`src/rtl/uart_pkg.sv`:
```
`default_nettype none
// ============================================================================
// Package  : uart_pkg
// Purpose  : Shared state encodings and framing constants for the UART blocks.
// Revision : 1.0
// ============================================================================
package uart_pkg;

    typedef enum logic [2:0] {
        IDLE  = 3'd0,
        START = 3'd1,
        DATA  = 3'd2,
        STOP  = 3'd3,
        BREAK = 3'd4,
        MARK  = 3'd5
    } uart_state_t;

    localparam int          FRAME_BITS              = 10;
    localparam logic [23:0] DEFAULT_CLOCKS_PER_BAUD = 24'd868;
    localparam logic [3:0]  LAST_DATA_BIT           = 4'd7;
    // MARK reuses the bit counter to time one idle frame after a break.
    localparam logic [3:0]  LAST_MARK_BIT           = 4'(FRAME_BITS - 1);

endpackage
`default_nettype wire

```
`src/rtl/uart_baud_tick.sv`:
```
`default_nettype none
// ============================================================================
// Module   : uart_baud_tick
// Purpose  : Reloadable down-counter; o_zero flags the last clock of a period.
// Revision : 1.0
// ============================================================================
module uart_baud_tick #(
    parameter int WIDTH = 24
) (
    input  logic             i_clk,
    input  logic             i_reset_n,
    input  logic             i_load,
    input  logic [WIDTH-1:0] i_load_val,
    output logic             o_zero
);

    localparam logic [WIDTH-1:0] c_ONE = {{(WIDTH-1){1'b0}}, 1'b1};

    logic [WIDTH-1:0] r_count;

    // Parks at zero when not reloaded so the owner can treat zero as "period done".
    always_ff @(posedge i_clk or negedge i_reset_n) begin
        if (!i_reset_n) begin
            r_count <= '0;
        end else if (i_load) begin
            r_count <= i_load_val;
        end else if (r_count != '0) begin
            r_count <= r_count - c_ONE;
        end
    end

    assign o_zero = (r_count == '0);

endmodule
`default_nettype wire

```
`src/rtl/txuart_8n1.sv`:
```
`default_nettype none
// ============================================================================
// Module   : txuart_8n1
// Purpose  : 8N1 serial transmitter with busy handshake and line-break mode.
// Revision : 1.0
// ============================================================================
module txuart_8n1
    import uart_pkg::*;
#(
    parameter logic [23:0] CLOCKS_PER_BAUD = DEFAULT_CLOCKS_PER_BAUD
) (
    input  logic       i_clk,
    input  logic       i_reset_n,
    input  logic       i_wr,
    input  logic [7:0] i_data,
    input  logic       i_break,
    output logic       o_uart_tx,
    output logic       o_busy
);

    localparam logic [23:0] c_RELOAD = CLOCKS_PER_BAUD - 24'd1;

    uart_state_t r_state;
    uart_state_t w_state_nxt;
    logic [3:0]  r_bit;
    logic [3:0]  w_bit_nxt;
    logic [7:0]  r_shift;
    logic [7:0]  w_shift_nxt;
    logic        w_load;
    logic        w_tick;
    logic        w_accept;

    uart_baud_tick #(
        .WIDTH (24)
    ) u_baud (
        .i_clk      (i_clk),
        .i_reset_n  (i_reset_n),
        .i_load     (w_load),
        .i_load_val (c_RELOAD),
        .o_zero     (w_tick)
    );

    // Ready to take a write/break: idle, or the final clock of a stop bit or mark frame.
    assign w_accept = (r_state == IDLE)
                   || ((r_state == STOP) && w_tick)
                   || ((r_state == MARK) && w_tick && (r_bit == LAST_MARK_BIT));

    assign o_busy = ~w_accept;

    always_ff @(posedge i_clk or negedge i_reset_n) begin
        if (!i_reset_n) begin
            r_state <= IDLE;
            r_bit   <= 4'd0;
            r_shift <= 8'd0;
        end else begin
            r_state <= w_state_nxt;
            r_bit   <= w_bit_nxt;
            r_shift <= w_shift_nxt;
        end
    end

    always_comb begin
        w_state_nxt = r_state;
        w_bit_nxt   = r_bit;
        w_shift_nxt = r_shift;
        w_load      = 1'b0;

        if (w_accept) begin
            w_bit_nxt = 4'd0;
            if (i_break) begin
                w_state_nxt = BREAK;
            end else if (i_wr) begin
                w_state_nxt = START;
                w_shift_nxt = i_data;
                w_load      = 1'b1;
            end else begin
                w_state_nxt = IDLE;
            end
        end else begin
            case (r_state)
                START: begin
                    if (w_tick) begin
                        w_state_nxt = DATA;
                        w_bit_nxt   = 4'd0;
                        w_load      = 1'b1;
                    end
                end
                DATA: begin
                    if (w_tick) begin
                        w_shift_nxt = {1'b0, r_shift[7:1]};
                        w_load      = 1'b1;
                        if (r_bit == LAST_DATA_BIT) begin
                            w_state_nxt = STOP;
                            w_bit_nxt   = 4'd0;
                        end else begin
                            w_bit_nxt   = r_bit + 4'd1;
                        end
                    end
                end
                BREAK: begin
                    if (!i_break) begin
                        w_state_nxt = MARK;
                        w_bit_nxt   = 4'd0;
                        w_load      = 1'b1;
                    end
                end
                MARK: begin
                    if (w_tick) begin
                        w_bit_nxt = r_bit + 4'd1;
                        w_load    = 1'b1;
                    end
                end
                STOP: begin
                    w_state_nxt = STOP;
                end
                default: begin
                    w_state_nxt = IDLE;
                    w_bit_nxt   = 4'd0;
                end
            endcase
        end
    end

    // Line is decoded from state so reset drives it high without waiting for a clock.
    always_comb begin
        o_uart_tx = 1'b1;
        case (r_state)
            START:   o_uart_tx = 1'b0;
            DATA:    o_uart_tx = r_shift[0];
            BREAK:   o_uart_tx = 1'b0;
            default: o_uart_tx = 1'b1;
        endcase
    end

endmodule
`default_nettype wire
```
`config.mk`:
```
export PLATFORM = sky130hd
export DESIGN_NAME = txuart_8n1
export DESIGN_NICKNAME = d
export VERILOG_FILES = /design/src/rtl/uart_pkg.sv /design/src/rtl/uart_baud_tick.sv /design/src/rtl/txuart_8n1.sv
export SDC_FILE = /design/constraint.sdc
export NUM_CORES = 1
export LEC_CHECK = 0
export ABC_AREA = 1
export BUFFER_PORTS_ARGS = -buffer_cell sky130_fd_sc_hd__buf_4
export CAP_MARGIN = 25
export CORE_ASPECT_RATIO = 0.5
export CORE_MARGIN = 4
export CORE_UTILIZATION = 56
export DETAILED_ROUTE_END_ITERATION = 8
export PLACE_DENSITY = 0.74
export RECOVER_POWER = 100
export SYNTH_ARGS = -nofsm -noshare
export SYNTH_HDL_FRONTEND = slang
export SYNTH_HIERARCHICAL = 1
export SYNTH_SLANG_ARGS = --single-unit
```
`constraint.sdc`:
```
create_clock -name i_clk -period 6.36 [get_ports i_clk]
set_input_delay 0.318 -clock i_clk [delete_from_list [all_inputs] [get_ports i_clk]]
set_output_delay 0.318 -clock i_clk [all_outputs]
set_load 0.1 [all_outputs]
```
Yosys cells after proc, flatten, opt, wreduce, memory -nomap -nowiden

Index checks and enable logic that the tools add are counted.

Register bits after elaboration: 39
Bits of input ports: 12
Logic and storage cells: 68

Add/subtract/negate cells: 2
Eq/ne operators: 16
Muxes and demuxes: 29
Bitwise operators: 1
Reductions and logical operators: 16

Operator list:

| cell                                                                  | number |
|---|---|
| 24-bit two-way mux                                                    | 2 |
| 8-bit two-way mux                                                     | 5 |
| 24-bit zero test                                                      | 1 |
| 4-bit two-way mux                                                     | 6 |
| 24-bit nonzero test                                                   | 1 |
| 24-bit by 1-bit subtractor with 24-bit output (second input constant) | 1 |
| 4-bit case mux with 5 select lines                                    | 1 |
| 3-bit two-way mux                                                     | 6 |
| 3-bit != test (second input constant)                                 | 5 |
| 3-bit case mux with 5 select lines                                    | 1 |
| 5-bit AND reduction                                                   | 2 |
| 2-bit != test (second input constant)                                 | 4 |
| 3-bit by 2-bit == test with 1-bit output (second input constant)      | 2 |
| 3-bit == test (second input constant)                                 | 2 |
| 1-bit two-way mux                                                     | 6 |
| 2-bit nonzero test                                                    | 3 |
| 4-bit by 1-bit adder with 4-bit output (second input constant)        | 1 |
| 4-bit by 3-bit == test with 1-bit output (second input constant)      | 1 |
| 4-bit == test (second input constant)                                 | 1 |
| 1-bit case mux with 2 select lines                                    | 2 |
| 4-bit AND reduction                                                   | 1 |
| 3-bit by 1-bit == test with 1-bit output (second input constant)      | 1 |
| 1-bit logical AND                                                     | 3 |
| 3-bit zero test                                                       | 1 |
| 4 further kinds                                                       | 5 |

Depth between registers and ports, before layout

Word-level depth: 6
Depth in mapped cells: 20

Hierarchy

The synthesis kept the hierarchy.

Modules (own cells, without submodules):

| module         | times used | cells each | area each (µm²) | sequential area each (µm²) |
|---|---|---|---|---|
| uart_baud_tick | 1          | 254        | 1,619.1         | 600.6 |
| txuart_8n1     | 1          | 161        | 1,104.8         | 375.4 |

Least setup slack after synthesis

OpenSTA, ideal clock, no wires.

Kind: reg2out
Start: register r_state[2]
End: output port o_uart_tx
Data arrival time: 2.824 ns
Slack: 3.218 ns
Cell stages (with the launch flop): 5
Buffers on the path: 0
Path through: dfrtp_1 > inv_2 > nand3_1 > o21ai_0 > o21ai_0

Word-level cells in the longest chain between the ends: 3
Elaborated cells on any way between the ends: 5

Ends and longest elaborated chain:

| what                                                                             | line              | RTL |
|---|---|---|
| from (decl)                                                                      | txuart_8n1.sv:23  | `uart_state_t r_state;` |
| from (signal assigned)                                                           | txuart_8n1.sv:56  | `r_state <= w_state_nxt;` |
| 3-bit == test / 3-bit by 1-bit == test with 1-bit output (equally long branches) | txuart_8n1.sv:127 | `case (r_state)` |
| 2-bit OR reduction (no line)                                                     | --                |  |
| 1-bit case mux with 2 select lines (*)                                           | txuart_8n1.sv:127 |  |
| to (decl)                                                                        | txuart_8n1.sv:17  | `output logic o_uart_tx,` |

Every way passes the cells marked *; elsewhere a longest branch is shown, timed or not.

Final worst setup path

Start: register u_baud.r_count[0]
End: register u_baud.r_count[17]

Word-level cells in the longest chain between the ends: 6
Elaborated cells on any way between the ends: 14

Ends and longest elaborated chain:

| what                                                                                       | line                 | RTL |
|---|---|---|
| from (decl)                                                                                | uart_baud_tick.sv:19 | `logic [WIDTH-1:0] r_count;` |
| from (signal assigned)                                                                     | uart_baud_tick.sv:26 | `r_count <= i_load_val;` |
| from (signal assigned)                                                                     | uart_baud_tick.sv:28 | `r_count <= r_count - c_ONE;` |
| 24-bit zero test (*)                                                                       | uart_baud_tick.sv:32 | `assign o_zero = (r_count == '0);` |
| named net w_tick                                                                           | txuart_8n1.sv:30     | `logic w_tick;` |
| parallel branches: the longest is 3 deep, another holds 1-bit case mux with 2 select lines | --                   |  |
| 1-bit two-way mux (*)                                                                      | txuart_8n1.sv:68     | `if (w_accept) begin` |
| named net w_load                                                                           | txuart_8n1.sv:29     | `logic w_load;` |
| 24-bit two-way mux / 2-bit nonzero test (equally long branches)                            | --                   |  |

Mark *: on every way through the listed nets, which the timed path passes. The select of a mux whose other input is x is not followed.
A chain may end at the register's enable or synchronous reset.

==> impl_metrics.json <==
{
  "totalWireLength_mm": 5.79,
  "die_w_um": 107,
  "path_cells": "inv_1 -> ha_1 -> nand3_1 -> nor2_1 -> nand3_1 -> inv_1 -> nand2_1 -> nor2_1 -> nand2_1 -> nand2_1 -> nand2_1 -> o21ai_2 -> inv_1 -> nand2_1 -> inv_1 -> nand2_1 -> nand2_1",
  "cts_hold_buf": 0,
  "clock_latency_ns": 0.30,
  "leakagePower_nw": 1.59,
  "cts_resized": 0,
  "pre_cts_ws_ns": 3.14,
  "overflow": 0,
  "grt_pass1_wl_mm": 10.6,
  "endpoint_kind": "flop",
  "fmax_mhz": 253,
  "dp_hpwl_mm": 4.29,
  "syn_inst": 415,
  "cts_tree": "built",
  "fin_crit_sh": 0.622,
  "worst_pin_slew_ns": 2.08,
  "path_common_cell": "nand2_1",
  "cp_slowest_stage_delay_ns": 0.52,
  "drc_errors": 0,
  "syn_to_final_growth_pct": 8.87,
  "cts_root_buf": "clkbuf_8",
  "crit_fanout": 27,
  "slowest_stage": "o21ai_2",
  "ys_seq_area_frac": 0.358,
  "max_slew_margin": -0.386,
  "postSynthAreaPerCell_um2": 6.56,
  "cp.required_ns": 6.54,
  "setup_viol": 0,
  "fin_ws_ns": 2.40,
  "die_y_um": 57.3,
  "core_area_um2": 4550,
  "drt_iter0_drc": 140,
  "rows": 17,
  "grt_use_total": 0.214,
  "drv_slew": 40,
  "start_kind": "flop",
  "netlist.area_leader.share": 0.358,
  "dp_cells": 507,
  "cp.arrival_ns": 4.14,
  "grt_pass1_vias": 2374,
  "drive_gt1_frac": 0.0826,
  "nets": 464,
  "stdcell_count": 514,
  "grt_max_degree": 40,
  "clk_path_buf_depth": 2,
  "powerDensity_nw_per_um2": 458,
  "critPathTopFamily": "simple AND/OR/NAND/NOR gates",
  "clock_skew_ns": 0.0107,
  "yosysTopAreaCell": "dfrtp_1",
  "wl_per_cell_um": 11.3,
  "fin_setup_tns_ns": 0,
  "drv_cap": 1,
  "worstSetupPathType": "flop to flop",
  "violations": "max-capacitance violations, max-slew violations",
  "utilization": 0.651,
  "io_pins": 14,
  "fillers": 426,
  "routed_via_density": 5.02,
  "die_area_um2": 6110,
  "drtAntennaViolNets": 0,
  "cts.sinks": 39,
  "final_common_cell": "nand2_1",
  "hold_viol": 0,
  "antenna_cells": 0,
  "final_cell_mix": "nand2_1, nor2_1, dfrtp_1",
  "run_status": "finished with violations",
  "synth-seq-cells": 39,
  "grt_setup_unrepaired": "no",
  "num_vias": 2582,
  "syn_area_um2": 2720,
  "yosysWarnings": 6,
  "place_congestion": 0.924,
  "ys_top_cells_by_area": "dfrtp_1, nand2_1, nand3_1",
  "min_period_ns": 3.96,
  "dr.pass1.iters": 5,
  "clk_pin_slew_ns": 0.07,
  "cts_setup_buffers": 0,
  "whs_ns": 0.247,
  "start_util": 0.598,
  "synth.distinct_cells": 27,
  "hp-class": "primary input to flop",
  "port_buffers": 13,
  "cts_buffers": 5,
  "grt_antenna_before_repair": 0,
  "ir_drop_mv": 0.336,
  "critPathBufInv": 4,
  "htree_levels": 2
}
==> metrics by stage <==
step,instance area (um2),total power [W]
floorplan,2810,0.00106
global placement,2910,0.00118
detailed placement,2910,0.00120
CTS,3000,0.00138
global route,2970,0.00149
finish,2970,0.00136
==> Yosys cell counts <==
cell,instances
nor2_4,1
nand3b_1,4
ha_1,4
o21bai_1,1
o21ai_1,1
nor2_2,6
buf_4,1
nand2_2,6
xnor2_1,5
nand2_4,3
conb_1,2
nand3_2,4
o211ai_1,1
buf_2,1
inv_1,35
o21ai_0,14
nand3_1,38
buf_6,5
clkbuf_1,2
xor2_1,5
inv_2,4
nand4_1,11
nand2_1,170
a21oi_1,2
or2_2,2
nor2_1,48
dfrtp_1,39
==> worst paths after layout <==
path	startpoint	to	slack (ns)	depth (start not counted)
setup / recovery	u_baud/r_count[0]	u_baud/r_count[17]	2.40	17
min in group asynchronous	i_reset_n	u_baud/r_count[21]	0.61	1
max in group asynchronous	i_reset_n	u_baud/r_count[9]	4.55	1
hold / removal	i_data[7]	r_shift[7]	0.25	3
hold reg to reg	r_shift[6]	r_shift[6]	0.52	2
setup reg to reg	u_baud/r_count[0]	u_baud/r_count[17]	2.40	17
==> cells by family (layout without fill, tap and decap cells) <==
family,after synthesis,in the layout,synth area share
xor gates and xnor gates,10,10,0.0322
buffers and inverters,48,59,0.0818
AOI/OAI and AO/OA,19,19,0.0367
adders and majority gates,4,4,0.0184
other,2,24,0.00276
and+or+nand+nor,293,293,0.470
DFF,39,39,0.358
==> final cells by class <==
class                      count  area (um2)  share of cell area
multi-input combinational    350        1590               0.535
sequential                    39         976               0.329
inverter                      39         146              0.0494
timing repair buffer          13        86.3              0.0291
clock buffer                   6        82.6              0.0278
tap                           66        82.6              0.0278
clock inverter                 1        5.00             0.00169
==> state kept, by name, summed over array words and instances, names as in the netlist <==
signal          flops
r_bit               4
r_shift             8
r_state             3
u_baud/r_count     24
==> power breakdown <==
group,leakage [nW],internal (W),switching [W]
clock,0.0470,0.0000852,0.0000875
combinational,1.06,0.000223,0.000487
sequential,0.490,0.000358,0.000116
total,1.59,0.000666,0.000691
==> per-layer routing <==
layer,GRT usage,routed length (um)
met2,0.358,2640
met4,0.0583,43
met3,0.0441,286
met1,0.287,2820
met5,0,0
==> worst min-delay path, cell delays in order <==
cell     delay [ns]
buf_4          0.07
nand3_1        0.06
nand2_1        0.05
Note: power is estimated with default switching activity, not from simulation.
